[config.mk]
export PLATFORM = sky130hd
export DESIGN_NAME = lfsr_scrambler
export DESIGN_NICKNAME = d
export VERILOG_FILES = /design/src/rtl/lfsr_scrambler_pkg.sv /design/src/rtl/lfsr_scrambler_lfsr_core.sv /design/src/rtl/lfsr_scrambler.sv
export SDC_FILE = /design/constraint.sdc
export NUM_CORES = 1
export LEC_CHECK = 0
export CORE_UTILIZATION = 50
export DETAILED_ROUTE_END_ITERATION = 8
export PLACE_DENSITY = 0.8
export SLEW_MARGIN = 20
export SYNTH_ARGS = -nofsm -noshare
export SYNTH_HDL_FRONTEND = slang
export SYNTH_SLANG_ARGS = --single-unit
[constraint.sdc]
create_clock -name clk -period 2.8 [get_ports clk]
set_input_delay 0.42 -clock clk [delete_from_list [all_inputs] [get_ports clk]]
set_output_delay 0.42 -clock clk [all_outputs]
set_load 0.03 [all_outputs]
[src/rtl/lfsr_scrambler_pkg.sv]
// Shared constants and FSM state type for the LFSR payload scrambler.
// Build option: LFSR_ADDR_CHECK_EN adds the addr_err output on the top.
package lfsr_scrambler_pkg;

  localparam int          DEF_LFSR_W    = 16;
  localparam logic [15:0] DEF_TAPS      = 16'h002D;
  localparam logic [15:0] DEF_SEED      = 16'hACE1;
  localparam int          DEF_ADDR_W    = 14;
  localparam int          DEF_FRAME_LEN = 12282;

  typedef enum logic [1:0] {
    IDLE,
    RUN,
    DONE
  } state_e;

endpackage

[src/rtl/lfsr_scrambler_lfsr_core.sv]
// Fibonacci LFSR keystream source: SEED load, right shift, lock-up guard.
// Ports: clk, rst, load_i, adv_i -> state_o (register), ks_o (bit 0).
module lfsr_core
  import lfsr_scrambler_pkg::*;
#(
  parameter int             W    = DEF_LFSR_W,
  parameter logic [W-1:0]   TAPS = DEF_TAPS,
  parameter logic [W-1:0]   SEED = DEF_SEED
) (
  input  logic         clk,
  input  logic         rst,
  input  logic         load_i,
  input  logic         adv_i,
  output logic [W-1:0] state_o,
  output logic         ks_o
);

  logic [W-1:0] lfsr_q;
  logic [W-1:0] lfsr_d;
  logic         fb;

  // An all-zero register can never leave zero by
  // shifting, so it is treated like a load request.
  always_comb begin
    fb     = ^(lfsr_q & TAPS);
    lfsr_d = lfsr_q;
    if (load_i || (lfsr_q == '0))
      lfsr_d = SEED;
    else if (adv_i)
      lfsr_d = {fb, lfsr_q[W-1:1]};
  end

  always_ff @(posedge clk or posedge rst) begin
    if (rst)
      lfsr_q <= SEED;
    else
      lfsr_q <= lfsr_d;
  end

  assign state_o = lfsr_q;
  assign ks_o    = lfsr_q[0];

endmodule

[src/rtl/lfsr_scrambler.sv]
// Frame scrambler: XORs payload bits with an LFSR keystream and counts
// bits to the frame length. Ports: clk, rst, st, in_valid/in_bit/in_addr
// in; out_valid/out_bit/out_addr, frame_done, busy, lfsr_state out.
// LFSR_ADDR_CHECK_EN adds sticky addr_err (in_addr must be count+1).
module lfsr_scrambler
  import lfsr_scrambler_pkg::*;
#(
  parameter int                LFSR_W    = DEF_LFSR_W,
  parameter logic [LFSR_W-1:0] TAPS      = DEF_TAPS,
  parameter logic [LFSR_W-1:0] SEED      = DEF_SEED,
  parameter int                ADDR_W    = DEF_ADDR_W,
  parameter int                FRAME_LEN = DEF_FRAME_LEN
) (
  input  logic              clk,
  input  logic              rst,
  input  logic              st,
  input  logic              in_valid,
  input  logic              in_bit,
  input  logic [ADDR_W-1:0] in_addr,
  output logic              out_valid,
  output logic              out_bit,
  output logic [ADDR_W-1:0] out_addr,
  output logic              frame_done,
  output logic              busy,
  output logic [LFSR_W-1:0] lfsr_state
`ifdef LFSR_ADDR_CHECK_EN
  ,
  output logic              addr_err
`endif
);

  localparam logic [ADDR_W-1:0] LAST =
    ADDR_W'(FRAME_LEN - 1);
  localparam logic [ADDR_W-1:0] ONE  =
    ADDR_W'(1);

  state_e            state_q;
  logic [ADDR_W-1:0] count_q;
  logic              out_valid_q;
  logic              out_bit_q;
  logic [ADDR_W-1:0] out_addr_q;
  logic              frame_done_q;
  logic              busy_q;
  logic              ks;
  logic              load;
  logic              adv;
`ifdef LFSR_ADDR_CHECK_EN
  logic              addr_err_q;
`endif

  // IDLE keeps the keystream parked at SEED; an abort
  // reloads it on the same edge that returns to IDLE.
  assign load = (state_q == IDLE) ||
                ((state_q == RUN) && !st);
  assign adv  = (state_q == RUN) && st && in_valid;

  lfsr_core #(
    .W    (LFSR_W),
    .TAPS (TAPS),
    .SEED (SEED)
  ) u_core (
    .clk     (clk),
    .rst     (rst),
    .load_i  (load),
    .adv_i   (adv),
    .state_o (lfsr_state),
    .ks_o    (ks)
  );

  always_ff @(posedge clk or posedge rst) begin
    if (rst) begin
      state_q      <= IDLE;
      count_q      <= '0;
      out_valid_q  <= 1'b0;
      out_bit_q    <= 1'b0;
      out_addr_q   <= '0;
      frame_done_q <= 1'b0;
      busy_q       <= 1'b0;
`ifdef LFSR_ADDR_CHECK_EN
      addr_err_q   <= 1'b0;
`endif
    end else begin
      out_valid_q  <= 1'b0;
      frame_done_q <= 1'b0;
      unique case (state_q)
        IDLE: begin
          count_q <= '0;
`ifdef LFSR_ADDR_CHECK_EN
          addr_err_q <= 1'b0;
`endif
          if (st) begin
            state_q <= RUN;
            busy_q  <= 1'b1;
          end
        end
        RUN: begin
          if (!st) begin
            state_q <= IDLE;
            count_q <= '0;
            busy_q  <= 1'b0;
`ifdef LFSR_ADDR_CHECK_EN
            addr_err_q <= 1'b0;
`endif
          end else if (in_valid) begin
            out_valid_q <= 1'b1;
            out_bit_q   <= in_bit ^ ks;
            out_addr_q  <= in_addr;
            count_q     <= count_q + ONE;
`ifdef LFSR_ADDR_CHECK_EN
            // Counter's first address after st is 1.
            if (in_addr != count_q + ONE)
              addr_err_q <= 1'b1;
`endif
            if (count_q == LAST) begin
              frame_done_q <= 1'b1;
              state_q      <= DONE;
              busy_q       <= 1'b0;
            end
          end
        end
        DONE: begin
          if (!st) begin
            state_q <= IDLE;
`ifdef LFSR_ADDR_CHECK_EN
            addr_err_q <= 1'b0;
`endif
          end
        end
        default: begin
          state_q <= IDLE;
          busy_q  <= 1'b0;
        end
      endcase
    end
  end

  assign out_valid  = out_valid_q;
  assign out_bit    = out_bit_q;
  assign out_addr   = out_addr_q;
  assign frame_done = frame_done_q;
  assign busy       = busy_q;
`ifdef LFSR_ADDR_CHECK_EN
  assign addr_err   = addr_err_q;
`endif

endmodule

==> results of run 1 <==
-- logic make-up (layout without fill, tap and decap cells) --
family | count (synthesis) | count (layout) | share of synthesized area [%]
compound gates | 32 | 32 | 8.70
xor+xnor | 8 | 8 | 3.14
fa+ha+maj | 3 | 3 | 1.68
buf+inv | 16 | 71 | 3.54
flops | 50 | 50 | 56.6
mux | 1 | 1 | 0.449
simple gates | 128 | 128 | 25.9
-- registers in the layout, indices dropped and copies added (netlist names) --
name and count:
frame_done 1, out_valid 1, state_q 2, u_core.state_o 16
out_addr 14, out_bit 1, busy 1, count_q 14
-- layout make-up --
type	count	share of cell area (%)
Sequential cell	50	43.3
Clock buffer	7	2.97
Tap cell	50	2.15
Timing Repair Buffer	57	19.2
Clock inverter	1	1.03
Multi-Input combinational cell	172	30.6
Inverter	6	0.774
-- metrics by stage --
step | instances | hold slack, ns | area (sq um) | worst slack, ns | utilization (%)
after floorplan | 238 | 0.460 | 2230 | 0.996 | -
after global placement | 335 | 0.457 | 2790 | 0.568 | 67.4
after detailed placement | 335 | 0.462 | 2790 | 0.503 | 67.4
after CTS | 343 | 0.484 | 2910 | 0.787 | 70.2
after global routing | 343 | 0.507 | 2910 | 0.729 | 70.2
final | 343 | 0.478 | 2910 | 0.792 | 70.2
-- worst max path at each step --
stage                            startpoint            endpoint  slack [ns]  cells after the start
final                     u_core.state_o[0]       lfsr_state[0]        0.79                      1
after global routing                     st  u_core.state_o[15]        0.73                      4
after CTS                 u_core.state_o[0]       lfsr_state[0]        0.79                      1
after detailed placement                 st          count_q[9]        0.50                      5
after global placement             in_valid          count_q[9]        0.57                      5
after floorplan                  state_q[0]          count_q[7]         1.0                      6
-- power by group --
part | switching, W | internal (W) | total (W)
clock network | 0.000235 | 0.000291 | 0.000526
registers | 0.0000381 | 0.000774 | 0.000812
logic | 0.000173 | 0.000127 | 0.000300
-- worst register-to-register path: cells and delay by family (launching register included) --
| family | cells | cell delay (ns) |
|---|---|---|
| and+or+nand+nor | 3 | 1.16 |
| AOI/OAI and AO/OA | 1 | 0.14 |
| DFF | 1 | 0.44 |
-- cell usage after synthesis (all sizes together), types with 4 or more instances --
master   n
clkbuf   7
nor4     6
a31oi    4
a21oi   14
inv      5
nand3    9
dfrtp   42
o21ai    4
xnor2    6
nand2   83
dfstp    8
nor2     9
-- per-layer routing --
metal,global-route usage (%),routed length (um)
met5,0,0
met4,7.91,59
met3,6.74,265
met2,34.6,2210
met1,29.0,2290
==> impl_metrics.csv, run 1 <==
group,metric,value,unit
logic_synthesis,synth_top_area_share,47.1,%
cts,cts.path.max_buffers,2,
pwr,p_leak,1.29,nW
cts,holdBufCountCts,0,
critical_path,regToRegSetupSlack,0.98,ns
final_layout,drive_gt1_share,7.51,%
critical_path,crit_chain,"clkdlybuf4s50_1",
final_layout,area_delta_synth_final,30.5,%
min_path,hp-class,"flip-flop to flip-flop",
pwr,p_per_area,563,mW/mm^2
logic_synthesis,seq_area_frac_synth,56.6,%
final_layout,n_antenna_cell,0,
die,ioPinCount,53,
cts,cts_htree_levels,2,
global_route,grt_max_degree,51,
die,core_area,0.00414,sq mm
die,row_count,23,
sta,hold_viol,0,
logic_synthesis,yosys.area.top_type,"dfrtp_1",
die,dieWidth,68.8,um
cts,postCtsSetupBuffers,0,
pwr,vdd_drop_max,0.379,mV
critical_path,endpoint_kind,"primary output",
sta,rsz0062_at_grt,"no",
global_route,first_global_vias,1694,
route,drt.antenna.violating_nets,0,
logic_synthesis,yosys_warnings,0,
place,globalplace.congestion,0.805,
final_layout,final_common_cell,"nand2_1",
final_layout,nNetsFinal,314,
global_route,grt_use_total,22.1,%
logic_synthesis,netlist_instances,238,
critical_path,cp.arrival,1.59,ns
cts,cts_tree,"built",
logic_synthesis,synth-edff-count,0,
critical_path,crit_path_start_kind,"flip-flop",
sta,fin_tns_setup,0,ns
final_layout,fillers,323,
global_route,antenna_found_initial,0,
critical_path,critPathBufInv,1,
logic_synthesis,syn-num-nets,260,
final_layout,mostFrequentLayoutCells,"83 x nand2_1, 52 x clkdlybuf4s50_1, 42 x dfrtp_1, 14 x a21oi_1",
place,io_buffers,52,
final_layout,regArea,0.00126,sq mm
critical_path,critical_path.top_delay_family,"buffers and inverters",
critical_path,crit_fanout,5,
final_layout,multiInputGateArea,890,sq um
critical_path,rr_endpoint,"count_q[7]",
sta,worstMarginPinSlew,0.782,ns
critical_path,rr_worst_depth,4,
logic_synthesis,async_flop_share,100,%
global_route,grt_pass1_wl,7540,um
outcome,outcome,"finished, final reports clean",
critical_path,slowest_delay,0.69,ns
route,vias,1848,
flow_run,maxCapViolCount,0,
route,wirelength,4830,um
logic_synthesis,synth_area,0.00223,sq mm
cts,clk_pin_slew,0.09,ns
sta,timing.final.crit_share,71.7,%
logic_synthesis,synthTopCellsByArea,"dfrtp_1 47%, nand2_1 14%, dfstp_2 9.4%, a21oi_1 3.1%, xnor2_1 2.4%",
logic_synthesis,syn_area_per_cell,9.37,sq um
cts,ctsResizeCount,0,
die,die_h,68.8,um
sta,fmax,498,MHz
route,drc,0,
min_path,hold_end,"out_addr[1]",
die,die_area,0.00473,sq mm
min_path,hp-start,"out_addr[1]",
critical_path,cp.required,2.38,ns
critical_path,r2r-start,"state_q[0]",
sta,drv_slew,0,
global_route,grt.overflow.total,0,
cts,worstSkewPairLatency,0.30,ns
sta,fin_skew,0.00582,ns
sta,layout_min_cycle_time,2.01,ns
place,dpl.hpwl,3240,um
cts,numCtsBuffers,5,
pwr,report.power.total,0.00164,W
route,wl_per_cell,14.1,um
route,vias_per_cell,5.39,
route,dr.pass1.iters,4,
logic_synthesis,synth_cell_types,38,
cts,cts_sinks,50,
sta,slew_headroom,47.9,%
die,initial_core_util,53.8,%
cts,cts_root_buf,"clkbuf_8",
critical_path,critical_path.slowest_cell,"clkdlybuf4s50_1",
min_path,holdPathStages,2,
logic_synthesis,ys.flop_type,"dfrtp_1",
critical_path,criticalPathCategory,"flip-flop to primary output",
sta,setup_viol,0,
logic_synthesis,ys_ff_latch,50,
route,initialDrtViolationCount,135,
(Power assumes the default switching activity.)
==> inputs of run 2 (changes only) <==
CORE_UTILIZATION = 49   (was 50)
PLACE_DENSITY = 0.79   (was 0.8)
clock period = 2.1 ns   (was 2.8 ns; I/O delays follow)
==> impl_metrics.csv, run 2 (synthesized netlist as in run 1, its figures left out) <==
group,metric,value,unit
cts,ctsResizeCount,0,
critical_path,rr_endpoint,"count_q[9]",
cts,worstSkewPairLatency,0.30,ns
critical_path,crit_path_start,"u_core.state_o[0]",
route,vias_per_cell,5.21,
cts,holdBufCountCts,0,
place,dpl.hpwl,3300,um
sta,holdWs,0.376,ns
cts,numCtsBuffers,5,
cts,cts_root_buf,"clkbuf_8",
final_layout,largest_register_ffs,16,
die,row_count,24,
place,globalplace.congestion,0.856,
final_layout,area_delta_synth_final,33.8,%
final_layout,multiInputGateArea,890,sq um
cts,cts_tree,"built",
sta,setup_viol,0,
critical_path,cp.arrival,1.59,ns
cts,clk_pin_slew,0.09,ns
critical_path,crit_fanout,5,
pwr,p_leak,1.33,nW
sta,layout_min_cycle_time,1.90,ns
die,initial_core_util,51.2,%
critical_path,cp.required,1.78,ns
sta,fin_skew,0.00594,ns
cts,cts_sinks,50,
critical_path,critical_path.slowest_cell,"clkdlybuf4s50_1",
global_route,grt.overflow.total,0,
critical_path,cp.depth,1,
cts,cts_htree_levels,2,
die,dieWidth,69.5,um
die,core_area,0.00435,sq mm
critical_path,regToRegSetupSlack,0.35,ns
sta,slew_headroom,66.1,%
sta,hold_viol,0,
min_path,hp-class,"input pin to async pin",
pwr,vdd_drop_max,0.558,mV
final_layout,regArea,0.00126,sq mm
final_layout,n_antenna_cell,0,
sta,rsz0062_at_grt,"no",
global_route,antenna_found_initial,0,
critical_path,critical_path.top_delay_family,"buffers and inverters",
outcome,outcome,"complete, but fails checks",
route,wirelength,4550,um
sta,fmax,526,MHz
sta,fin_tns_setup,0,ns
critical_path,rr_worst_depth,4,
final_layout,final_common_cell,"nand2_1",
critical_path,crit_chain,"clkdlybuf4s50_1",
cts,cts.path.max_buffers,2,
pwr,p_per_area,718,mW/mm^2
final_layout,fillers,352,
critical_path,slowest_delay,0.69,ns
global_route,grt_use_total,20.9,%
critical_path,r2r-start,"state_q[0]",
route,dr.pass1.iters,6,
global_route,first_global_vias,1820,
global_route,grt_pass1_wl,8160,um
final_layout,mostFrequentLayoutCells,"83 x nand2_1, 52 x clkdlybuf4s50_1, 42 x dfrtp_1, 14 x a21oi_1, 13 x buf_4",
route,wl_per_cell,12.8,um
cts,postCtsSetupBuffers,0,
outcome,violations,"DRC",
critical_path,endpoint_kind,"primary output",
route,initialDrtViolationCount,96,
global_route,grt_max_degree,51,
critical_path,critPathBufInv,1,
die,die_h,69.5,um
sta,timing.final.crit_share,90.6,%
final_layout,drive_gt1_share,9.93,%
die,ioPinCount,53,
flow_run,maxCapViolCount,0,
critical_path,crit_path_start_kind,"flip-flop",
route,drc,1,
critical_path,critPathCapture,"lfsr_state[0]",
sta,drv_slew,0,
final_layout,nNetsFinal,323,
sta,worstMarginPinSlew,0.504,ns
place,io_buffers,52,
route,drt.antenna.violating_nets,0,
critical_path,criticalPathCategory,"flip-flop to primary output",
route,vias,1844,
pwr,report.power.total,0.00214,W
die,die_area,0.00482,sq mm
## run 2: layout make-up
type	instances	share of cell area (%)
clock inverter	1	1.01
tap	52	2.18
sequential	50	42.3
multi-input combinational	172	29.8
inverter	6	0.755
timing repair buffer	66	21.4
clock buffer	7	2.56
## run 2: power by group
group | internal (W) | switching (W)
clock | 0.000356 | 0.000295
combinational | 0.000178 | 0.000229
sequential | 0.00103 | 0.0000518
total | 0.00157 | 0.000575
## run 2: worst min path at each step
stage | from | slack [ns] | end
2_1_floorplan | in_addr[0] | 0.42 | out_addr[0]
3_3_place_gp | out_addr[8] | 0.46 | out_addr[8]
3_5_place_dp | out_addr[1] | 0.46 | out_addr[1]
4_1_cts | rst | 0.38 | out_addr[10]
5_1_grt | rst | 0.40 | out_addr[10]
6_report | rst | 0.38 | out_addr[9]
## run 2: layer usage
layer	global-route usage, %	vias up	share of wire (%)
met4	7.71	0	1.0
met1	29.2	852	47
li1	-	930	-
met2	31.6	56	46
met3	5.38	6	5.7
met5	0	-	0
## run 2: through the flow
stage | utilization (%) | setup WS (ns) | area (sq um) | instances
finish | 68.5 | 0.198 | 2980 | 354
global route | 68.5 | 0.163 | 2980 | 354
CTS | 68.5 | 0.186 | 2980 | 354
detailed placement | 66.1 | 0.0290 | 2880 | 346
global placement | 66.1 | 0.0597 | 2880 | 346
floorplan | - | 0.296 | 2230 | 238
==> inputs of run 3 (changes only) <==
GPL_TIMING_DRIVEN = 0   (was not set)
==> impl_metrics.csv, run 3 (synthesized netlist as in run 1, its figures left out) <==
group,metric,value,unit
sta,layout_min_cycle_time,2.00,ns
flow_run,maxCapViolCount,0,
final_layout,drive_gt1_share,7.67,%
global_route,grt_use_total,21.9,%
critical_path,crit_path_start_kind,"flip-flop",
sta,fmax,501,MHz
sta,rsz0062_at_grt,"no",
die,row_count,24,
die,die_area,0.00482,sq mm
die,dieWidth,69.5,um
global_route,grt_most_used_layer,"met1",
global_route,grt_util_met3,5.38,%
die,ioPinCount,53,
critical_path,slowest_delay,0.65,ns
pwr,p_per_area,694,mW/mm^2
sta,fin_tns_setup,0,ns
final_layout,mostFrequentLayoutCells,"83 x nand2_1, 52 x clkdlybuf4s50_1, 42 x dfrtp_1, 14 x a21oi_1",
sta,hold_viol,0,
die,initial_core_util,51.2,%
global_route,grt_pass1_wl,8380,um
critical_path,crit_fanout,5,
route,initialDrtViolationCount,83,
critical_path,criticalPathCategory,"flip-flop to primary output",
final_layout,nNetsFinal,321,
global_route,first_global_vias,1798,
cts,numCtsBuffers,5,
place,dpl.cell_count,343,
sta,fin_skew,0.0101,ns
route,drc,0,
sta,drv_slew,0,
critical_path,cp.required,1.78,ns
route,vias_per_cell,5.31,
min_path,hp-class,"input pin to async pin",
route,wl_per_cell,13.7,um
cts,cts.path.max_buffers,2,
critical_path,critical_path.slowest_cell,"clkdlybuf4s50_1",
critical_path,regToRegSetupSlack,0.19,ns
sta,worstMarginPinSlew,0.826,ns
cts,cts_root_buf,"clkbuf_8",
cts,cts_sinks,50,
cts,cts_tree,"built",
global_route,grt.overflow.total,0,
place,dp_slack,-0.253,ns
final_layout,final_cell_count_no_fill,352,
critical_path,cp.arrival,1.68,ns
route,wirelength,4820,um
place,globalplace.congestion,0.823,
sta,timing.final.crit_share,95.1,%
global_route,grt.met2_usage,30.9,%
pwr,p_leak,1.29,nW
route,drt.antenna.violating_nets,0,
pwr,vdd_drop_max,0.527,mV
final_layout,largest_register_ffs,16,
die,core_area,0.00435,sq mm
cts,holdBufCountCts,0,
place,dpl.hpwl,3400,um
final_layout,final_common_cell,"nand2_1",
cts,worstSkewPairLatency,0.30,ns
global_route,grt_max_degree,32,
cts,clk_pin_slew,0.09,ns
outcome,outcome,"finished, final reports clean",
critical_path,crit_chain,"buf_4, clkdlybuf4s50_1",
critical_path,endpoint_kind,"primary output",
cts,cts_htree_levels,2,
route,vias,1868,
final_layout,area_delta_synth_final,31.7,%
sta,slew_headroom,44.9,%
die,die_h,69.5,um
place,io_buffers,52,
global_route,antenna_found_initial,0,
final_layout,n_antenna_cell,0,
sta,setup_ws,0.103,ns
global_route,grtUsageMet1,32.8,%
sta,setup_viol,0,
route,dr.pass1.iters,4,
## run 3: cell count changes in the layout (fill, tap and decap cells not counted), sizes merged
cell    change
clkinv      +1
clkbuf      +6
inv         +1
buf         -9
bufinv      -1
## run 3: metrics by stage
| stage | power, W | cell area (sq um) | util [%] | hold WS, ns |
|---|---|---|---|---|
| after floorplan | 0.00132 | 2230 | - | 0.420 |
| after global placement | 0.00149 | 2820 | 64.7 | 0.458 |
| after detailed placement | 0.00151 | 2840 | 65.1 | 0.461 |
| after CTS | 0.00205 | 2930 | 67.3 | 0.331 |
| after global routing | 0.00214 | 2940 | 67.4 | 0.365 |
| final | 0.00204 | 2940 | 67.4 | 0.324 |
## run 3: cell type report
type	instances	area, sq um
Buffer	10	56.3
Clock buffer	6	72.6
Clock inverter	2	13.8
Fill cell	342	1420
Inverter	6	22.5
Multi-Input combinational cell	172	897
Sequential cell	50	1260
Tap cell	52	65.1
Timing Repair Buffer	54	548
## run 3: timing repair
item / 4_1_cts / 5_1_grt
gates resized for setup: 0 / 1
setup endpoints to repair: 8 / 6
buffers inserted: 1 / 0
## run 3: path summary, 6_finish.rpt
kind | from | end | cells past startpoint
worst max-delay path | u_core.state_o[0] | lfsr_state[0] | 2
worst min-delay path | rst | out_addr[1] | 2
worst max register to register | state_q[0] | count_q[7] | 6
worst min register to register | out_addr[9] | out_addr[9] | 2
max in group asynchronous | rst | u_core.state_o[0] | 3
min in group clk | out_addr[9] | out_addr[9] | 2
## run 3: per-layer routing
metal | routed length, um | share of wire (%)
met1 | 2320 | 48
met2 | 2200 | 46
met3 | 235 | 4.9
met4 | 67 | 1.4
met5 | 0 | 0
## run 3: where the power goes
part | internal, W | switching, W | total, W
logic | 0.000174 | 0.000232 | 0.000406
registers | 0.00103 | 0.0000503 | 0.00108
clock network | 0.000238 | 0.000311 | 0.000549
## run 3: critical path: cells and delay by family (launching register included)
| kind | cells | cell delay (ns) |
|---|---|---|
| buf+inv | 2 | 0.77 |
| flops | 1 | 0.61 |
